`src/rtl/spike_shape.sv`:
```
// spike_shape: streams every pixel of a filled isosceles spike on request,
// one per clock, and scrolls its own x position left once per frame between draws.
module spike_shape #(
   parameter logic [10:0] START_X = 11'd160,
   parameter logic [10:0] BASE_Y  = 11'd100,
   parameter int unsigned HEIGHT  = 8,
   parameter logic [2:0]  COLOUR  = 3'b100,
   parameter logic [10:0] SPEED   = 11'd1
) (
   input  logic        clock,
   input  logic        resetn,
   input  logic        position_reset,
   input  logic        update_screen,
   input  logic        draw_start,
   output logic        draw_done,
   output logic [10:0] x,
   output logic [10:0] y,
   output logic [2:0]  colour
);

   localparam logic [10:0] H_M1     = 11'(HEIGHT - 1);
   localparam logic [10:0] LAST_COL = 11'(2 * HEIGHT - 2);
   localparam logic [10:0] TOP_Y    = BASE_Y - H_M1;

   typedef enum logic [1:0] {
      IDLE = 2'd0,
      DRAW = 2'd1,
      DONE = 2'd2
   } state_t;

   state_t      state_r;
   logic [10:0] x_pos_r;
   logic [10:0] row_r;
   logic [10:0] col_r;
   logic        move_pending_r;

   logic [10:0] moved_x_s;
   logic        last_pixel_s;
   logic        row_end_s;

   // Wrap back to the start column instead of underflowing past the left edge.
   assign moved_x_s    = (x_pos_r < SPEED) ? START_X : (x_pos_r - SPEED);
   assign last_pixel_s = (row_r == H_M1) && (col_r == LAST_COL);
   assign row_end_s    = (col_r == {row_r[9:0], 1'b0});

   // Draw sequencer, position scroller and registered pixel outputs.
   always_ff @(posedge clock or negedge resetn) begin
      if (!resetn) begin
         state_r        <= IDLE;
         x_pos_r        <= START_X;
         row_r          <= 11'd0;
         col_r          <= 11'd0;
         move_pending_r <= 1'b0;
         draw_done      <= 1'b0;
         x              <= 11'd0;
         y              <= 11'd0;
         colour         <= 3'd0;
      end else if (position_reset) begin
         state_r        <= IDLE;
         x_pos_r        <= START_X;
         row_r          <= 11'd0;
         col_r          <= 11'd0;
         move_pending_r <= 1'b0;
         draw_done      <= 1'b0;
      end else begin
         case (state_r)
            IDLE: begin
               if (update_screen || move_pending_r) begin
                  x_pos_r <= moved_x_s;
               end
               move_pending_r <= 1'b0;
               if (draw_start) begin
                  state_r <= DRAW;
                  row_r   <= 11'd0;
                  col_r   <= 11'd0;
               end
            end
            DRAW: begin
               x              <= x_pos_r + H_M1 - row_r + col_r;
               y              <= TOP_Y + row_r;
               colour         <= COLOUR;
               move_pending_r <= move_pending_r | update_screen;
               if (last_pixel_s) begin
                  draw_done <= 1'b1;
                  state_r   <= DONE;
               end else if (row_end_s) begin
                  col_r <= 11'd0;
                  row_r <= row_r + 11'd1;
               end else begin
                  col_r <= col_r + 11'd1;
               end
            end
            DONE: begin
               move_pending_r <= move_pending_r | update_screen;
               if (!draw_start) begin
                  draw_done <= 1'b0;
                  state_r   <= IDLE;
               end
            end
            default: begin
               state_r   <= IDLE;
               draw_done <= 1'b0;
            end
         endcase
      end
   end

endmodule

```
`config.mk`:
```
export PLATFORM = sky130hd
export DESIGN_NAME = spike_shape
export DESIGN_NICKNAME = d
export VERILOG_FILES = /design/src/rtl/spike_shape.sv
export SDC_FILE = /design/constraint.sdc
export NUM_CORES = 1
export LEC_CHECK = 0
export ABC_AREA = 1
export BUFFER_PORTS_ARGS = -buffer_cell sky130_fd_sc_hd__buf_2
export CAP_MARGIN = 40
export CORE_UTILIZATION = 68
export CTS_BUF_LIST = sky130_fd_sc_hd__clkbuf_2 sky130_fd_sc_hd__clkbuf_4 sky130_fd_sc_hd__clkbuf_8
export DETAILED_ROUTE_END_ITERATION = 8
export MAX_ROUTING_LAYER = met4
export PLACE_DENSITY = 0.88
export SETUP_SLACK_MARGIN = 0.05
export SYNTH_ARGS = -nofsm -noshare
export SYNTH_HDL_FRONTEND = slang
export SYNTH_SLANG_ARGS = --single-unit
```
`constraint.sdc`:
```
create_clock -name clock -period 6.8 [get_ports clock]
set_clock_uncertainty 0.2 [all_clocks]
set_input_delay 1.36 -clock clock [delete_from_list [all_inputs] [get_ports clock]]
set_output_delay 1.36 -clock clock [all_outputs]
set_load 0.005 [all_outputs]
```
==> results of run 1 <==
## critical path, stage by stage
cell     delay [ns]
buf_2          0.14
nor2_4         0.67
inv_1          0.53
nor3_1         0.35
nand2_1        0.09
nand2_1        0.07
## Yosys cell counts
library cell / number / area [um2]
buf_6: 4 / 45.04
a21oi_1: 6 / 30.03
nor2_2: 11 / 68.82
xor2_1: 11 / 96.34
xnor2_1: 2 / 17.52
buf_4: 4 / 30.03
dfrtp_1: 58 / 1451
dfstp_2: 2 / 52.55
nand4_4: 1 / 21.27
or2_2: 3 / 18.77
nand3b_1: 3 / 22.52
inv_4: 2 / 12.51
conb_1: 1 / 3.750
clkbuf_1: 2 / 7.510
buf_12: 2 / 40.04
o21ai_0: 19 / 95.09
nand4_1: 14 / 87.58
nor2_1: 61 / 229.0
o21bai_1: 3 / 22.52
inv_1: 64 / 240.2
o21ai_2: 9 / 78.83
ha_1: 25 / 312.8
fa_1: 11 / 220.2
nand2_8: 2 / 40.04
a31oi_1: 6 / 37.54
nand2_4: 1 / 11.26
nand3_1: 40 / 200.2
inv_2: 8 / 30.03
o21ai_1: 2 / 10.01
nor3_1: 7 / 35.03
nor2_4: 2 / 22.52
a21oi_2: 2 / 17.52
nand3_2: 1 / 10.01
o22ai_1: 4 / 25.02
nand2_1: 165 / 619.3
nand2_2: 9 / 56.30
nor4_1: 1 / 6.260
buf_2: 6 / 30.03
## state kept, by name, indices dropped and copies added, names as in the netlist
name,flops
draw_done,1
move_pending_r,1
row_r,11
colour,1
x,11
x_pos_r,11
state_r,2
y,11
col_r,11
## area by class of cell
class / count / area [um2] / share of cell area [%]
Sequential cell: 60 / 1504 / 32.31
Clock inverter: 4 / 47.55 / 1.022
Inverter: 74 / 282.8 / 6.075
Multi-Input combinational cell: 423 / 2420 / 51.99
Timing Repair Buffer: 29 / 147.6 / 3.172
Clock buffer: 12 / 158.9 / 3.414
Tap cell: 75 / 93.84 / 2.016
## kinds of logic after synthesis
| logic type | after synthesis | share of synthesized area (%) |
|---|---|---|
| flip-flops | 60 | 34.53 |
| adder cells (fa/ha/maj) | 36 | 12.24 |
| other | 1 | 0.08610 |
| AND/OR/NAND/NOR | 321 | 33.27 |
| buffers and inverters | 92 | 9.997 |
| AO/OA/AOI/OAI | 51 | 7.268 |
| XOR/XNOR | 13 | 2.614 |
## power groups by stage
| stage | logic (mW) | registers [mW] | clock network, mW |
|---|---|---|---|
| 2_1_floorplan | 0.507 | 0.508 | 0 |
| 3_3_place_gp | 0.619 | 0.512 | 0 |
| 3_5_place_dp | 0.642 | 0.515 | 0 |
| 4_1_cts | 0.660 | 0.511 | 0.337 |
| 5_1_grt | 0.755 | 0.524 | 0.353 |
| 6_report | 0.661 | 0.511 | 0.338 |
## how the worst max path moves through the flow
stage	startpoint	endpoint	slack, ns	depth (start not counted)
after floorplan	row_r[2]	x[8]	4.08	15
after global placement	position_reset	row_r[2]	3.40	6
after detailed placement	position_reset	row_r[2]	3.33	6
after CTS	position_reset	row_r[2]	3.67	6
after global routing	state_r[1]	row_r[2]	3.52	8
final	position_reset	row_r[2]	3.65	6
## per-layer routing
layer | vias to the layer above | track usage (%) | wire (um)
met2 | 209 | 55.29 | 4956
li1 | 1869 | - | -
met3 | 60 | 7.444 | 868
met5 | - | - | 0
met1 | 1862 | 41.70 | 4091
met4 | 0 | 16.14 | 360
## per-stage QoR
| stage | setup WS, ns | area, um2 | util (%) | power, mW | hold WS [ns] |
|---|---|---|---|---|---|
| after floorplan | 4.081 | 4359 | - | 1.015 | 0.2650 |
| after global placement | 3.401 | 4448 | 73.39 | 1.131 | 0.2468 |
| after detailed placement | 3.331 | 4448 | 73.39 | 1.157 | 0.2565 |
| after CTS | 3.673 | 4654 | 76.80 | 1.508 | 0.2744 |
| after global routing | 3.516 | 4654 | 76.80 | 1.631 | 0.3047 |
| final | 3.654 | 4654 | 76.80 | 1.510 | 0.2691 |
==> results.md, run 1 <==
- Die X-Extent: between 80 and 90 um
- Slew headroom: between 40% and 50%
- Clock sink count: 60
- Nets@finish: 638
- Setup TNS: 0 ns
- Max Cap Viol: 0
- Combinational power share: 43.8%
- Most frequent cells in the layout: nand2_1 (165), inv_1 (64), nor2_1 (61)
- CTS tree: done
- DP HPWL: approximately 7.4 mm
- Slew @ Worst Pin: 0.8387 ns
- Vias in the first global route: 3,689
- Period utilization: a little under half
- I/O Buffers: 28
- RSZ-0062 raised after global routing: no
- DRC: 0
- Yosys cell types: 38
- WP data arrival: roughly 3.2 ns
- Fmax: roughly 320 MHz
- YS warnings: 0
- Root buffer cell: clkbuf_8
- Pleak: 2.391 nW
- Outcome: finished, final reports clean
- Mapped Avg Cell Area: 7.588 um2
- WP data required: 6.89 ns
- Pin count of the biggest net entering global routing: 61
- Post-route ant nets: 0
- Hold-fix buffers at CTS: 0
- # resized after CTS: 0
- Post-CTS Setup Bufs: 0
- Final setup violation count: 0
- Die Y: 82.03 um
- Core Region: around 6000 um2
- Register bit total from synthesis: 60
- Initial Util: a little under three quarters
- Tightest Hold Check Type: reg -> reg
- Reg2reg path depth: 8
- DR pass1 iterations: 6
- Worst setup SP type: primary input
- VDD IR max: ~280 uV
- Crit path time final: 3.146 ns
- Final Hold Vio Count: 0
- Clk slew on worst S/H paths: 0.07 ns
- Hold Path End: colour[2]
- # rows: 28
- Grt total ovfl: 0
- Placed Cells: roughly 660
- Deepest clock path buffer count: 2
- Clock power share: approximately 22%
- Power Internal: between 0.8 and 0.9 mW
- Worst-Skew Late Latency: about 0.34 ns
- Via density: approximately 6
- Final wirelength: slightly above 10 mm
- Sequential Power Share: approximately a third
- Ports: 31
- Seq/Total Area, Yosys: 34.53%
- WS Path Type: in -> reg
- Power per standard cell area: between 300 and 400 nW/um2
- Netlist Area Pre-Place: roughly 4400 um2
- Flop-to-flop setup slack: 3.68 ns
- Routed WL per cell: ~15 um
- # fillers: 449
- Area growth from synthesis to layout: 6.866%
- NetSw: around 0.63 mW
- Final number of max-transition violations: 0
- Number of diodes: 0
- Most common cell after layout, fill and taps aside: nand2_1
- Share of layout cells above drive strength 1: between 10% and 20%
- Sw Ratio: 42.02%
- Cells after Synth: ~570
- Peak fanout along the critical path: 33
- Number of buffers created by CTS: 9
- H-tree depth: 3
- Reg-to-reg startpoint: state_r[1]
- Hold_sp: colour[2]
- Via count: about 4,000
- 1st-iter DRT viols: slightly above 400
- CP endpoint kind: flop
- First-pass GRT wire length: 16.73 mm
- Gr usage total: 34.61%
- Reg-to-reg endpoint: row_r[2]
- GPL Wtd Cong: 0.9729
- Hold path depth: 1
- Initial antenna violation count: 0
- Die area: between 6000 and 7000 um2
- Cell Count, Final, Fillers Out: approximately 680
Note: power is estimated with default switching activity, not from simulation.
==> run 2, diff against run 1 <==
--- a/config.mk
+++ b/config.mk
@@ -8,11 +8,11 @@
 export ABC_AREA = 1
 export BUFFER_PORTS_ARGS = -buffer_cell sky130_fd_sc_hd__buf_2
 export CAP_MARGIN = 40
-export CORE_UTILIZATION = 68
+export CORE_UTILIZATION = 57
 export CTS_BUF_LIST = sky130_fd_sc_hd__clkbuf_2 sky130_fd_sc_hd__clkbuf_4 sky130_fd_sc_hd__clkbuf_8
 export DETAILED_ROUTE_END_ITERATION = 8
 export MAX_ROUTING_LAYER = met4
-export PLACE_DENSITY = 0.88
+export PLACE_DENSITY = 0.79
 export SETUP_SLACK_MARGIN = 0.05
 export SYNTH_ARGS = -nofsm -noshare
 export SYNTH_HDL_FRONTEND = slang
==> constraint.sdc (replaced) <==
create_clock -name clock -period 2.85 [get_ports clock]
set_clock_uncertainty 0.2 [all_clocks]
set_input_delay 0.57 -clock clock [delete_from_list [all_inputs] [get_ports clock]]
set_output_delay 0.57 -clock clock [all_outputs]
set_load 0.005 [all_outputs]
==> results.md, run 2 (same netlist as run 1, synthesis figures left out) <==
- Outcome: finished, final reports clean
- CP endpoint kind: flop
- Core Region: between 7000 and 8000 um2
- Finished Cell Area: between 4000 and 5000 um2
- Die Y: 89.42 um
- Reg-to-reg endpoint: x[7]
- Initial antenna violation count: 0
- Pre-CTS setup slack: -0.04217 ns
- VDD IR max: ~550 uV
- Pin count of the biggest net entering global routing: 34
- Fmax: approximately 360 MHz
- Deepest clock path buffer count: 2
- Worst setup SP type: flop
- Final Power: ~3.7 mW
- Most frequent cells in the layout: nand2_1 (162), inv_1 (61), nor2_1 (61)
- Crit path time final: roughly 2.8 ns
- Peak fanout along the critical path: 4
- Via count: around 3,900
- Tightest Hold Check Type: in -> async
- Reg2reg path depth: 10
- Worst-Skew Late Latency: around 0.34 ns
- Clk slew on worst S/H paths: approximately 0.070 ns
- Critical-path cell list: fa_1 > ha_1 > ha_1 > nand3_1 > nand3_1 > nand2_2 > o21bai_4 > or2_2 > nand3_1 > nand2_1
- CP max stage delay: 0.51 ns
- Final Hold Vio Count: 0
- Power per standard cell area: about 750 nW/um2
- Slew @ Worst Pin: around 0.65 ns
- DR pass1 iterations: 5
- 1st-iter DRT viols: between 300 and 400
- Flop-to-flop setup slack: approximately 0.096 ns
- Slew headroom: between 50% and 60%
- CTS tree: done
- Via density: around 5.4
- Reg-to-reg startpoint: x_pos_r[4]
- Clock sink count: 60
- Most common cell after layout, fill and taps aside: nand2_1
- Post-route ant nets: 0
- Die area: approximately 8000 um2
- WP data arrival: roughly 2.8 ns
- # rows: 31
- Period utilization: a little over nine tenths
- Fin Hold WS: 0.04930 ns
- Initial Util: between 50 and 60%
- Number of buffers created by CTS: 9
- Grt total ovfl: 0
- Cell Count, Final, Fillers Out: around 720
- I/O Buffers: 28
- Most common cell on crit path: nand3_1
- Die X-Extent: roughly 89 um
- Root buffer cell: clkbuf_8
- H-tree depth: 3
- GPL Wtd Cong: 0.9456
- Final setup margin: between 0.09 and 0.1 ns
- Placed cell area: about 4700 um2
- Final cell utilization of the core: between 60% and 70%
- # fillers: approximately 620
- Nets@finish: approximately 660
- Max Cap Viol: 0
- DRC: 0
- Area growth from synthesis to layout: 12.75%
- Share of layout cells above drive strength 1: 21.92%
- WS Path Type: reg -> reg
- Vias in the first global route: between 3,000 and 4,000
- Number of diodes: 0
- Final wirelength: around 11 mm
- Routed WL per cell: ~15 um
- First-pass GRT wire length: 16.88 mm
- Final number of max-transition violations: 0
- Setup TNS: 0 ns
- Pleak: approximately 2.5 nW
- WP data required: between 2 and 3 ns
- DP HPWL: between 7 and 8 mm
- Gr usage total: between 20 and 30%
- Final setup violation count: 0
- CP max stage cell: fa_1
- Ports: 31
- Placed Cells: 707
run 2: cell count changes in the layout (fill, tap and decap cells not counted), sizes merged:
| cell | before | now |
|---|---|---|
| bufinv | 1 | 0 |
| clkinv | 2 | 3 |
| clkinvlp | 1 | 2 |
| clkbuf | 12 | 10 |
| buf | 29 | 53 |
run 2: routing by layer:
layer	GRT usage (%)	wire, um	up-vias	share of wire, %
met5	-	0	-	0
met4	14.14	374	0	3.5
met3	3.786	553	39	5.2
met2	47.61	5153	141	48
met1	36.49	4583	1860	43
li1	-	-	1898	-
run 2: power by group:
part | leakage (nW) | switching [mW] | internal, mW | total, mW
combinational | 1.64 | 1.11 | 0.698 | 1.81
clock | 0.0813 | 0.343 | 0.315 | 0.658
sequential | 0.777 | 0.143 | 1.06 | 1.20
run 2: worst max path at each step:
stage                    start    end  slack [ns]
finish              x_pos_r[4]   x[7]         0.1
global route        x_pos_r[1]  x[10]       -0.03
CTS                 x_pos_r[5]   x[7]        0.05
detailed placement  x_pos_r[5]   x[7]       -0.04
global placement    x_pos_r[5]   x[7]        0.11
floorplan             row_r[2]   x[8]        0.13
run 2: timing repair:
action | CTS | global route
pin swaps | 1 | 1
setup endpoints to repair | 4 | 4
hold buffers | 0 | 0
setup buffers | 1 | 1
gates resized for setup | 4 | 16
run 2: final cells by class:
cell class	instances	area, um2	share of cell area (%)
multi-input combinational	423	2496	50.83
clock buffer	10	131.4	2.675
tap	99	123.9	2.522
inverter	74	285.3	5.809
sequential	60	1504	30.62
timing repair buffer	53	340.3	6.930
clock inverter	5	30.03	0.6115
run 2: critical path: cells and delay by family (launching register included):
family          cells  cell delay, ns
fa+ha+maj           3            1.17
simple gates        6            0.75
flops               1            0.45
compound gates      1            0.06
